<file path="src/rtl/inject_sequencer_pkg.sv">
// inject_sequencer_pkg: opcodes, state enum, sequence lengths and word tables for the inject sequencer
package inject_sequencer_pkg;

    typedef enum logic [2:0] {S_IDLE, S_CALL, S_RET, S_RTI, S_INT} state_e;

    localparam logic [15:0] OP_NOP        = 16'h0000;
    localparam logic [15:0] OP_PUSH_PC_HI = 16'hE100;
    localparam logic [15:0] OP_PUSH_PC_LO = 16'hE200;
    localparam logic [15:0] OP_PUSH_CCR   = 16'hE300;
    localparam logic [15:0] OP_POP_PC_LO  = 16'hE400;
    localparam logic [15:0] OP_POP_PC_HI  = 16'hE500;
    localparam logic [15:0] OP_POP_CCR    = 16'hE600;

    localparam int CALL_LEN = 2;
    localparam int RET_LEN  = 3;
    localparam int RTI_LEN  = 4;
    localparam int INT_LEN  = 3;

    // Index of the final step of a sequence; IDLE reports 0.
    function automatic logic [1:0] seq_last(state_e s);
        return s == S_CALL ? 2'(CALL_LEN - 1) :
               s == S_RET  ? 2'(RET_LEN - 1)  :
               s == S_RTI  ? 2'(RTI_LEN - 1)  :
               s == S_INT  ? 2'(INT_LEN - 1)  : 2'd0;
    endfunction

    // Word injected at a given step of a sequence; NOP outside sequences.
    function automatic logic [15:0] seq_word(state_e s, logic [1:0] step);
        case (s)
            S_CALL:  return step == 2'd0 ? OP_PUSH_PC_HI : OP_PUSH_PC_LO;
            S_INT:   return step == 2'd0 ? OP_PUSH_PC_HI : step == 2'd1 ? OP_PUSH_PC_LO : OP_PUSH_CCR;
            S_RET:   return step == 2'd0 ? OP_POP_PC_LO : step == 2'd1 ? OP_POP_PC_HI : OP_NOP;
            S_RTI:   return step == 2'd0 ? OP_POP_CCR : step == 2'd1 ? OP_POP_PC_LO :
                            step == 2'd2 ? OP_POP_PC_HI : OP_NOP;
            default: return OP_NOP;
        endcase
    endfunction

endpackage

</file>
<file path="src/rtl/inject_sequencer_if.sv">
// inject_sequencer_if: decode/interrupt requests in, injection/PC-override controls out
//   hold, call_req, ret_req, rti_req, rdst_value, int_flag : requests toward the sequencer
//   inject_instr, stall, pc_change, pc_value, ack, busy     : controls from the sequencer
interface inject_sequencer_if #(
    parameter int IW  = 16,
    parameter int PCW = 32
);
    logic           hold;
    logic           call_req;
    logic           ret_req;
    logic           rti_req;
    logic [15:0]    rdst_value;
    logic           int_flag;
    logic [IW-1:0]  inject_instr;
    logic           stall;
    logic           pc_change;
    logic [PCW-1:0] pc_value;
    logic           ack;
    logic           busy;

    modport master (
        output hold, call_req, ret_req, rti_req, rdst_value, int_flag,
        input  inject_instr, stall, pc_change, pc_value, ack, busy
    );

    modport slave (
        input  hold, call_req, ret_req, rti_req, rdst_value, int_flag,
        output inject_instr, stall, pc_change, pc_value, ack, busy
    );
endinterface

</file>
<file path="src/rtl/inject_sequencer_int_edge_latch.sv">
// int_edge_latch: rising-edge detector on the interrupt line with a sticky pending flag
//   clk, reset     : clock, synchronous active-high reset
//   int_flag_i     : external interrupt level
//   clr_i          : pulse on entry to the interrupt sequence
//   int_pending_o  : an unserviced rising edge has been seen
module int_edge_latch (
    input  logic clk,
    input  logic reset,
    input  logic int_flag_i,
    input  logic clr_i,
    output logic int_pending_o
);
    logic int_prev_q;
    logic int_pending_q;
    logic int_pending_d;

    // A fresh edge in the same cycle as the clear is a new interrupt, so set wins.
    assign int_pending_d = (int_pending_q & ~clr_i) | (int_flag_i & ~int_prev_q);
    assign int_pending_o = int_pending_q;

    // int_prev resets high so a line held high through reset does not fire.
    always_ff @(posedge clk) begin
        if (reset) begin
            int_prev_q    <= 1'b1;
            int_pending_q <= 1'b0;
        end else begin
            int_prev_q    <= int_flag_i;
            int_pending_q <= int_pending_d;
        end
    end
endmodule

</file>
<file path="src/rtl/inject_sequencer.sv">
// inject_sequencer: arbitrates CALL/RET/RTI/interrupt and injects their micro-sequences into fetch/decode
//   clk, reset : clock, synchronous active-high reset
//   bus        : slave side of inject_sequencer_if (requests in, inject/stall/PC override/ack/busy out)
module inject_sequencer
    import inject_sequencer_pkg::*;
#(
    parameter int             IW      = 16,
    parameter int             PCW     = 32,
    parameter logic [PCW-1:0] INT_VEC = '0
) (
    input logic               clk,
    input logic               reset,
    inject_sequencer_if.slave bus
);
    state_e      state_q, state_d;
    logic [1:0]  step_q, step_d;
    logic        first_q, first_d;
    logic [15:0] target_q, target_d;
    logic        int_pending;
    logic        last_step;
    logic        enter_int;

    int_edge_latch u_int (
        .clk          (clk),
        .reset        (reset),
        .int_flag_i   (bus.int_flag),
        .clr_i        (enter_int),
        .int_pending_o(int_pending)
    );

    assign last_step = step_q == seq_last(state_q);
    // first_d marks the cycle a sequence is entered; it drives the single-cycle ack.
    assign enter_int = first_d && state_d == S_INT;

    always_comb begin
        state_d  = state_q;
        step_d   = step_q;
        target_d = target_q;
        first_d  = 1'b0;
        if (!bus.hold) begin
            if (state_q == S_IDLE) begin
                state_d  = bus.rti_req ? S_RTI : bus.ret_req ? S_RET :
                           bus.call_req ? S_CALL : int_pending ? S_INT : S_IDLE;
                step_d   = 2'd0;
                first_d  = state_d != S_IDLE;
                target_d = state_d == S_CALL ? bus.rdst_value : target_q;
            end else if (last_step) begin
                state_d = int_pending ? S_INT : S_IDLE;
                step_d  = 2'd0;
                first_d = int_pending;
            end else begin
                step_d = step_q + 2'd1;
            end
        end
    end

    always_ff @(posedge clk) begin
        if (reset) begin
            state_q  <= S_IDLE;
            step_q   <= 2'd0;
            first_q  <= 1'b0;
            target_q <= '0;
        end else begin
            state_q  <= state_d;
            step_q   <= step_d;
            first_q  <= first_d;
            target_q <= target_d;
        end
    end

    assign bus.busy         = state_q != S_IDLE;
    assign bus.stall        = bus.busy;
    assign bus.inject_instr = IW'(seq_word(state_q, step_q));
    assign bus.pc_change    = last_step && (state_q == S_CALL || state_q == S_INT);
    assign bus.pc_value     = !bus.pc_change ? '0 : state_q == S_CALL ? PCW'(target_q) : INT_VEC;
    assign bus.ack          = state_q == S_INT && step_q == 2'd0 && first_q;
endmodule
</file>
<file path="src/flat_wrapper.sv">
// flat-port wrapper written by rule: the top's interface ports become plain ports
module inject_sequencer_flat import inject_sequencer_pkg::*;
#(
    parameter int             IW      = 16,
    parameter int             PCW     = 32,
    parameter logic [PCW-1:0] INT_VEC = '0
)
  (clk, reset, bus_hold, bus_call_req, bus_ret_req, bus_rti_req, bus_rdst_value, bus_int_flag, bus_inject_instr, bus_stall, bus_pc_change, bus_pc_value, bus_ack, bus_busy);
  inject_sequencer_if #(.IW(IW), .PCW(PCW)) bus_i ();
  input logic clk;
  input logic reset;
  input wire logic [$bits(bus_i.hold)-1:0] bus_hold;
  input wire logic [$bits(bus_i.call_req)-1:0] bus_call_req;
  input wire logic [$bits(bus_i.ret_req)-1:0] bus_ret_req;
  input wire logic [$bits(bus_i.rti_req)-1:0] bus_rti_req;
  input wire logic [$bits(bus_i.rdst_value)-1:0] bus_rdst_value;
  input wire logic [$bits(bus_i.int_flag)-1:0] bus_int_flag;
  output wire logic [$bits(bus_i.inject_instr)-1:0] bus_inject_instr;
  output wire logic [$bits(bus_i.stall)-1:0] bus_stall;
  output wire logic [$bits(bus_i.pc_change)-1:0] bus_pc_change;
  output wire logic [$bits(bus_i.pc_value)-1:0] bus_pc_value;
  output wire logic [$bits(bus_i.ack)-1:0] bus_ack;
  output wire logic [$bits(bus_i.busy)-1:0] bus_busy;
  assign bus_i.hold = bus_hold;
  assign bus_i.call_req = bus_call_req;
  assign bus_i.ret_req = bus_ret_req;
  assign bus_i.rti_req = bus_rti_req;
  assign bus_i.rdst_value = bus_rdst_value;
  assign bus_i.int_flag = bus_int_flag;
  assign bus_inject_instr = bus_i.inject_instr;
  assign bus_stall = bus_i.stall;
  assign bus_pc_change = bus_i.pc_change;
  assign bus_pc_value = bus_i.pc_value;
  assign bus_ack = bus_i.ack;
  assign bus_busy = bus_i.busy;
  inject_sequencer #(.IW(IW), .PCW(PCW), .INT_VEC(INT_VEC)) u_core (.clk(clk), .reset(reset), .bus(bus_i));
endmodule
</file>
<file path="config.mk">
export PLATFORM = sky130hd
export DESIGN_NAME = inject_sequencer_flat
export DESIGN_NICKNAME = d
export VERILOG_FILES = /design/src/rtl/inject_sequencer_pkg.sv /design/src/rtl/inject_sequencer_if.sv /design/src/rtl/inject_sequencer_int_edge_latch.sv /design/src/rtl/inject_sequencer.sv /design/src/flat_wrapper.sv
export SDC_FILE = /design/constraint.sdc
export NUM_CORES = 1
export LEC_CHECK = 0
export ABC_CLOCK_PERIOD_IN_PS = 4700
export BUFFER_PORTS_ARGS = -buffer_cell sky130_fd_sc_hd__buf_2
export CAP_MARGIN = 20
export CORE_MARGIN = 5
export CORE_UTILIZATION = 52
export DETAILED_ROUTE_END_ITERATION = 10
export PLACE_DENSITY = 0.86
export SYNTH_ARGS = -nofsm -noshare
export SYNTH_HDL_FRONTEND = slang
export SYNTH_HIERARCHICAL = 1
export SYNTH_SLANG_ARGS = --single-unit
export TNS_END_PERCENT = 1
</file>
<file path="constraint.sdc">
create_clock -name clk -period 4.7 [get_ports clk]
set_input_delay 0.705 -clock clk [delete_from_list [all_inputs] [get_ports clk]]
set_output_delay 0.705 -clock clk [all_outputs]
set_load 0.1 [all_outputs]
</file>
* Word-level counts from Yosys, hierarchy flattened *
Index checks and enable logic that the tools add are counted.

cells by class
  add/subtract/negate cells = 1
  $mul = 0
  div/mod/pow operators = 0
  $lt $le $gt $ge = 0
  equality and inequality tests = 9
  shift-type cells = 0
  mux-type cells = 27
  bitwise gates (word level) = 6
  reductions and logical operators = 10

operator list
  operator                                                          number
  16-bit 2-to-1 mux                                                 7
  16-bit case mux with 4 select lines                               1
  32-bit 2-to-1 mux                                                 1
  3-bit 2-to-1 mux                                                  7
  2-bit 2-to-1 mux                                                  6
  10-bit 2-to-1 mux                                                 1
  9-bit 2-to-1 mux                                                  1
  3-bit by 1-bit == test with 1-bit output (second input constant)  2
  3-bit by 2-bit == test with 1-bit output (second input constant)  2
  3-bit == test (second input constant)                             2
  3-bit nonzero test                                                2
  1-bit logical AND                                                 4
  3-bit logical NOT                                                 1
  1-bit 2-to-1 mux                                                  3
  1-bit inverter                                                    3
  3-bit AND reduction                                               1
  2-bit by 1-bit adder with 2-bit output (second input constant)    1
  1-bit AND                                                         2
  2-bit by 1-bit == test with 1-bit output (second input constant)  1
  2-bit == test                                                     1
  2-bit == test (second input constant)                             1
  2-bit logical NOT                                                 1
  1-bit logical OR                                                  1
  1-bit OR                                                          1

storage, ports and cells
  register bits after elaboration = 24
  bits in latches = 0
  RAM bits = 0
  ROM bits = 0
  input port bits = 23
  memories kept = 0

* Logic depth before layout (Yosys ltp) *
  depth after elaboration = 14
  depth in mapped cells = 7
  mapped depth without buffers = 6

* Modules after synthesis *
Netlist, hierarchy kept.

by module, submodules not included
  module            instances  cells an instance  area an instance (um^2)  seq. area each (um^2)
  inject_sequencer  1          207                1,701.6                  440.4
  int_edge_latch    1          6                  75.1                     40.0

* Worst setup path after synthesis *
OpenSTA, ideal clock, no wires.

  path type = register to output
  start point = register u_core.step_q[1]
  end point = output port bus_inject_instr[14]
  arrival time = 4.724 ns
  data required time = 3.995 ns
  setup slack = -0.729 ns
  cell stages (with the launch flop) = 8
  path buffers = 2
  cell sequence = dfxtp_1 > buf_2 > inv_1 > ha_1 > nor3_1 > a211oi_1 > o21bai_1 > buf_4

between the ends
  longest elaborated chain between the ends = 5

RTL lines
  item                                     RTL line                    text
  from (decl)                              inject_sequencer.sv:16      logic [1:0] step_q, step_d;
  from (signal assigned)                   inject_sequencer.sv:65      step_q <= step_d;
  2-bit == test                            inject_sequencer_pkg.sv:34  step == 2'd2 ? OP_POP_PC_HI : OP_NOP;
  16-bit 2-to-1 mux                        inject_sequencer_pkg.sv:34
  16-bit 2-to-1 mux (2 in series)          inject_sequencer_pkg.sv:33  S_RTI: return step == 2'd0 ? OP_POP_CCR : step == 2'd1 ? OP_POP_PC_LO :
  16-bit case mux with 4 select lines (*)  inject_sequencer_pkg.sv:29  case (s)
  to (decl)                                flat_wrapper.sv:18          output wire logic [$bits(bus_i.inject_instr)-1:0] bus_inject_instr;

Mark *: on every way between the ends. The rest lies on a longest branch, timed or not.

* Worst setup path in the final report *
  start point = register u_core.state_q[0]
  end point = output port bus_pc_value[15]

between the ends
  longest elaborated chain between the ends = 8

RTL lines
  item                    RTL line                                            text
  from (decl)             inject_sequencer.sv:15                              state_e state_q, state_d;
  from (signal assigned)  inject_sequencer.sv:64                              state_q <= state_d;
  3-bit == test           inject_sequencer_pkg.sv:24, inject_sequencer.sv:74
  2-bit 2-to-1 mux        inject_sequencer_pkg.sv:24                          s == S_INT ? 2'(INT_LEN - 1) : 2'd0;
  2-bit 2-to-1 mux        inject_sequencer_pkg.sv:23                          s == S_RTI ? 2'(RTI_LEN - 1) :
  2-bit 2-to-1 mux        inject_sequencer_pkg.sv:22                          s == S_RET ? 2'(RET_LEN - 1) :
  2-bit 2-to-1 mux        inject_sequencer_pkg.sv:21                          return s == S_CALL ? 2'(CALL_LEN - 1) :
  2-bit == test           inject_sequencer.sv:31                              assign last_step = step_q == seq_last(state_q);
  1-bit logical AND       inject_sequencer.sv:74                              assign bus.pc_change = last_step && (state_q == S_CALL || state_q == S_INT);
  32-bit 2-to-1 mux (*)   inject_sequencer.sv:75                              assign bus.pc_value = !bus.pc_change ? '0 : state_q == S_CALL ? PCW'(target_q) : INT_VEC;
  to (decl)               flat_wrapper.sv:21                                  output wire logic [$bits(bus_i.pc_value)-1:0] bus_pc_value;

Marks and branches as above.

==> metrics.yaml <==
detailed_routing:
  first_pass_iters: 4
  drc: 0
  wl_per_cell_um: 11.5
  routed-via-count: 1355
  ant_nets: 0
  drt_iter0_markers: 77
  drt-total-wl_um: 3380
  vias_per_cell: 4.62
global_routing:
  antenna_found_initial: 0
  grtUsageTotal: 0.144
  grt_pass1_wl_um: 5320
  grt_max_degree: 27
  overflow: 0
  grt_pass1_vias: 1210
job:
  drv_cap: 0
clock_network:
  cts_tree: "done"
  clk_latency_ns: 0.30
  cts_buffers: 3
  numClockSinks: 24
  clock_path_buffers: 2
  cts_hold_buf: 0
  htreeDepth: 1
  cts.repair.resized: 0
  root_buffer: "clkbuf_4"
  clk_pin_slew_ns: 0.13
  postCtsSetupRepairBufs: 0
critical_path:
  worstPathArrival_ns: 2.48
  crit_end: "bus_pc_value[15]"
  cp_data_required_time_ns: 3.99
  ff2ff_path_depth: 4
  crit_path_end_kind: "output pin"
  r2r-end: "u_core/target_q[5]$_SDFFE_PP0P_"
  crit_type: "flop to output pin"
  reg2reg_slack_ns: 2.67
  reg2reg_from: "u_core/state_q[1]$_SDFF_PP0_"
  critical_path.max_fanout: 17
  startpoint_type: "flop"
  cp-startpoint: "u_core/state_q[0]$_SDFF_PP0_"
die:
  io_pins: 75
  num_rows: 21
  chipHeight_um: 68.5
  coreArea_um2: 3310
  die_x_um: 68.5
  start_util: 0.537
  die_area_um2: 4690
synth:
  synth_top_family_by_area: "simple AND/OR/NAND/NOR gates"
  synthXorXnorAreaFrac: 0.0296
  synth-compound-area-share: 0.161
  synth-seq-area-share: 0.270
  avgSynthCellArea_um2: 8.34
  synth-seq-cells: 24
  yosysWarningCount: 6
  synthCells: 213
  synth_cell_type_count: 46
  synth_fa_ha_area_frac: 0.0352
  synth_area_um2: 1780
  muxShareOfSynthArea: 0.0120
  synth_simple_gate_area_frac: 0.292
finish:
  utilization: 0.570
  layout_commonest_cell: "buf_2"
  final_nets: 276
  drive_gt1_frac: 0.352
  nFillCells: 327
  layout-area-overhead-vs-synth_pct: 6.20
  layout.cells.most_common_list: "buf_2, nand2_1, conb_1"
  antenna_cells: 0
sta:
  tightestPinTransition_ns: 0.759
  drv_slew: 0
  fin_crit_sh: 0.678
  rsz0062_at_grt: "no"
  finClkSkew_ns: 0.00207
  final_hold_viol_count: 0
  slew_headroom: 0.494
  setup_violations: 0
  period_minus_slack_ns: 3.19
  tns_ns: 0
  max_freq_ghz: 0.314
min_path:
  min_path_type: "flop to flop"
power:
  power_density_nw_per_um2: 429
  p_leak_nw: 0.826
  vdd_drop_max_mv: 0.206
outcome:
  status: "finished, final reports clean"
placement:
  io_buffers: 48
  place.detailed.hpwl_um: 2540
  gp_congestion: 0.877
cell families after synthesis:
| kind of cell | count (synthesis) |
|---|---|
| AO/OA/AOI/OAI | 40 |
| XOR/XNOR | 6 |
| adder cells (fa/ha/maj) | 5 |
| buffers and inverters | 46 |
| flip-flops | 24 |
| multiplexers | 2 |
| other | 1 |
| AND/OR/NAND/NOR | 89 |
worst min path at each step:
stage | startpoint | endpoint | slack [ns] | cells after the start
2_1_floorplan | u_core/target_q[3]$_SDFFE_PP0P_ | u_core/target_q[3]$_SDFFE_PP0P_ | 0.43 | 2
3_3_place_gp | u_core/target_q[4]$_SDFFE_PP0P_ | u_core/target_q[4]$_SDFFE_PP0P_ | 0.44 | 2
3_5_place_dp | u_core/target_q[4]$_SDFFE_PP0P_ | u_core/target_q[4]$_SDFFE_PP0P_ | 0.44 | 2
4_1_cts | u_core/target_q[4]$_SDFFE_PP0P_ | u_core/target_q[4]$_SDFFE_PP0P_ | 0.46 | 2
5_1_grt | u_core/target_q[10]$_SDFFE_PP0P_ | u_core/target_q[10]$_SDFFE_PP0P_ | 0.49 | 2
6_report | u_core/target_q[4]$_SDFFE_PP0P_ | u_core/target_q[4]$_SDFFE_PP0P_ | 0.46 | 2
cells in the mapped netlist, drive strengths merged:
cell type | instances | area [µm²]
mux2 | 1 | 11.3
dfxtp | 24 | 480
nand2b | 7 | 58.8
nand4bb | 1 | 11.3
a211oi | 1 | 7.51
o22ai | 3 | 18.8
and2b | 1 | 8.76
o21bai | 1 | 7.51
o21ai | 6 | 30.0
a21oi | 23 | 160
buf | 41 | 332
conb | 1 | 3.75
nor3 | 4 | 25.0
mux2i | 1 | 10.0
nand3 | 2 | 10.0
o21ba | 1 | 10.0
and2 | 16 | 100
nor2b | 2 | 12.5
or3b | 1 | 11.3
nor4 | 3 | 33.8
a221o | 1 | 10.0
inv | 3 | 11.3
or3 | 1 | 11.3
or4 | 2 | 15.0
clkbuf | 2 | 7.51
nand2 | 38 | 168
xor2 | 4 | 35.0
a221oi | 1 | 8.76
a21o | 1 | 8.76
o41ai | 2 | 25.0
nor2 | 9 | 41.3
xnor2 | 2 | 17.5
or2 | 1 | 6.26
ha | 5 | 62.6
and3 | 1 | 6.26
stage by stage:
step | hold WS (ns) | total power, mW | setup slack, ns | std cells | area [µm²]
6_report | 0.461 | 0.809 | 1.51 | 293 | 1890
5_1_grt | 0.489 | 0.848 | 1.36 | 293 | 1890
4_1_cts | 0.461 | 0.816 | 1.50 | 293 | 1890
3_5_place_dp | 0.443 | 0.667 | 1.86 | 289 | 1830
3_3_place_gp | 0.438 | 0.664 | 1.91 | 289 | 1830
2_1_floorplan | 0.432 | 0.662 | 0.331 | 238 | 1880
layout make-up:
type | count | area (µm²) | area share
multi-input cells | 168 | 1040 | 0.554
flip-flops and latches | 24 | 480 | 0.255
repair buffers | 48 | 240 | 0.127
well taps | 46 | 57.6 | 0.0305
clock inverters | 1 | 30.0 | 0.0159
clock buffers | 3 | 22.5 | 0.0119
inverters | 3 | 11.3 | 0.00597
registers in the layout, summed over array words and instances (netlist names):
name / count
u_core/u_int/int_prev_q: 1
u_core/step_q: 2
u_core/state_q: 3
u_core/target_q: 16
u_core/u_int/int_pending_o: 1
u_core/first_q: 1
power by group:
part / internal, mW / leakage [nW] / switching [mW] / total [mW]
Sequential: 0.215 / 0.195 / 0.0318 / 0.247
Combinational: 0.0778 / 0.603 / 0.339 / 0.416
Clock: 0.0861 / 0.0279 / 0.0594 / 0.145
critical path, cell delays in order (launching register included):
cell and delay, ns:
dfxtp_1 0.81, nand2b_4 0.11, or3_4 0.37, nor2_4 0.27, and2_1 0.19, buf_2 0.42
routing by layer:
metal	routed length, µm	global-route usage
met1	1520	0.196
met2	1590	0.236
met4	7	0.0223
met5	0	0
met3	267	0.0279
(Power assumes the default switching activity.)
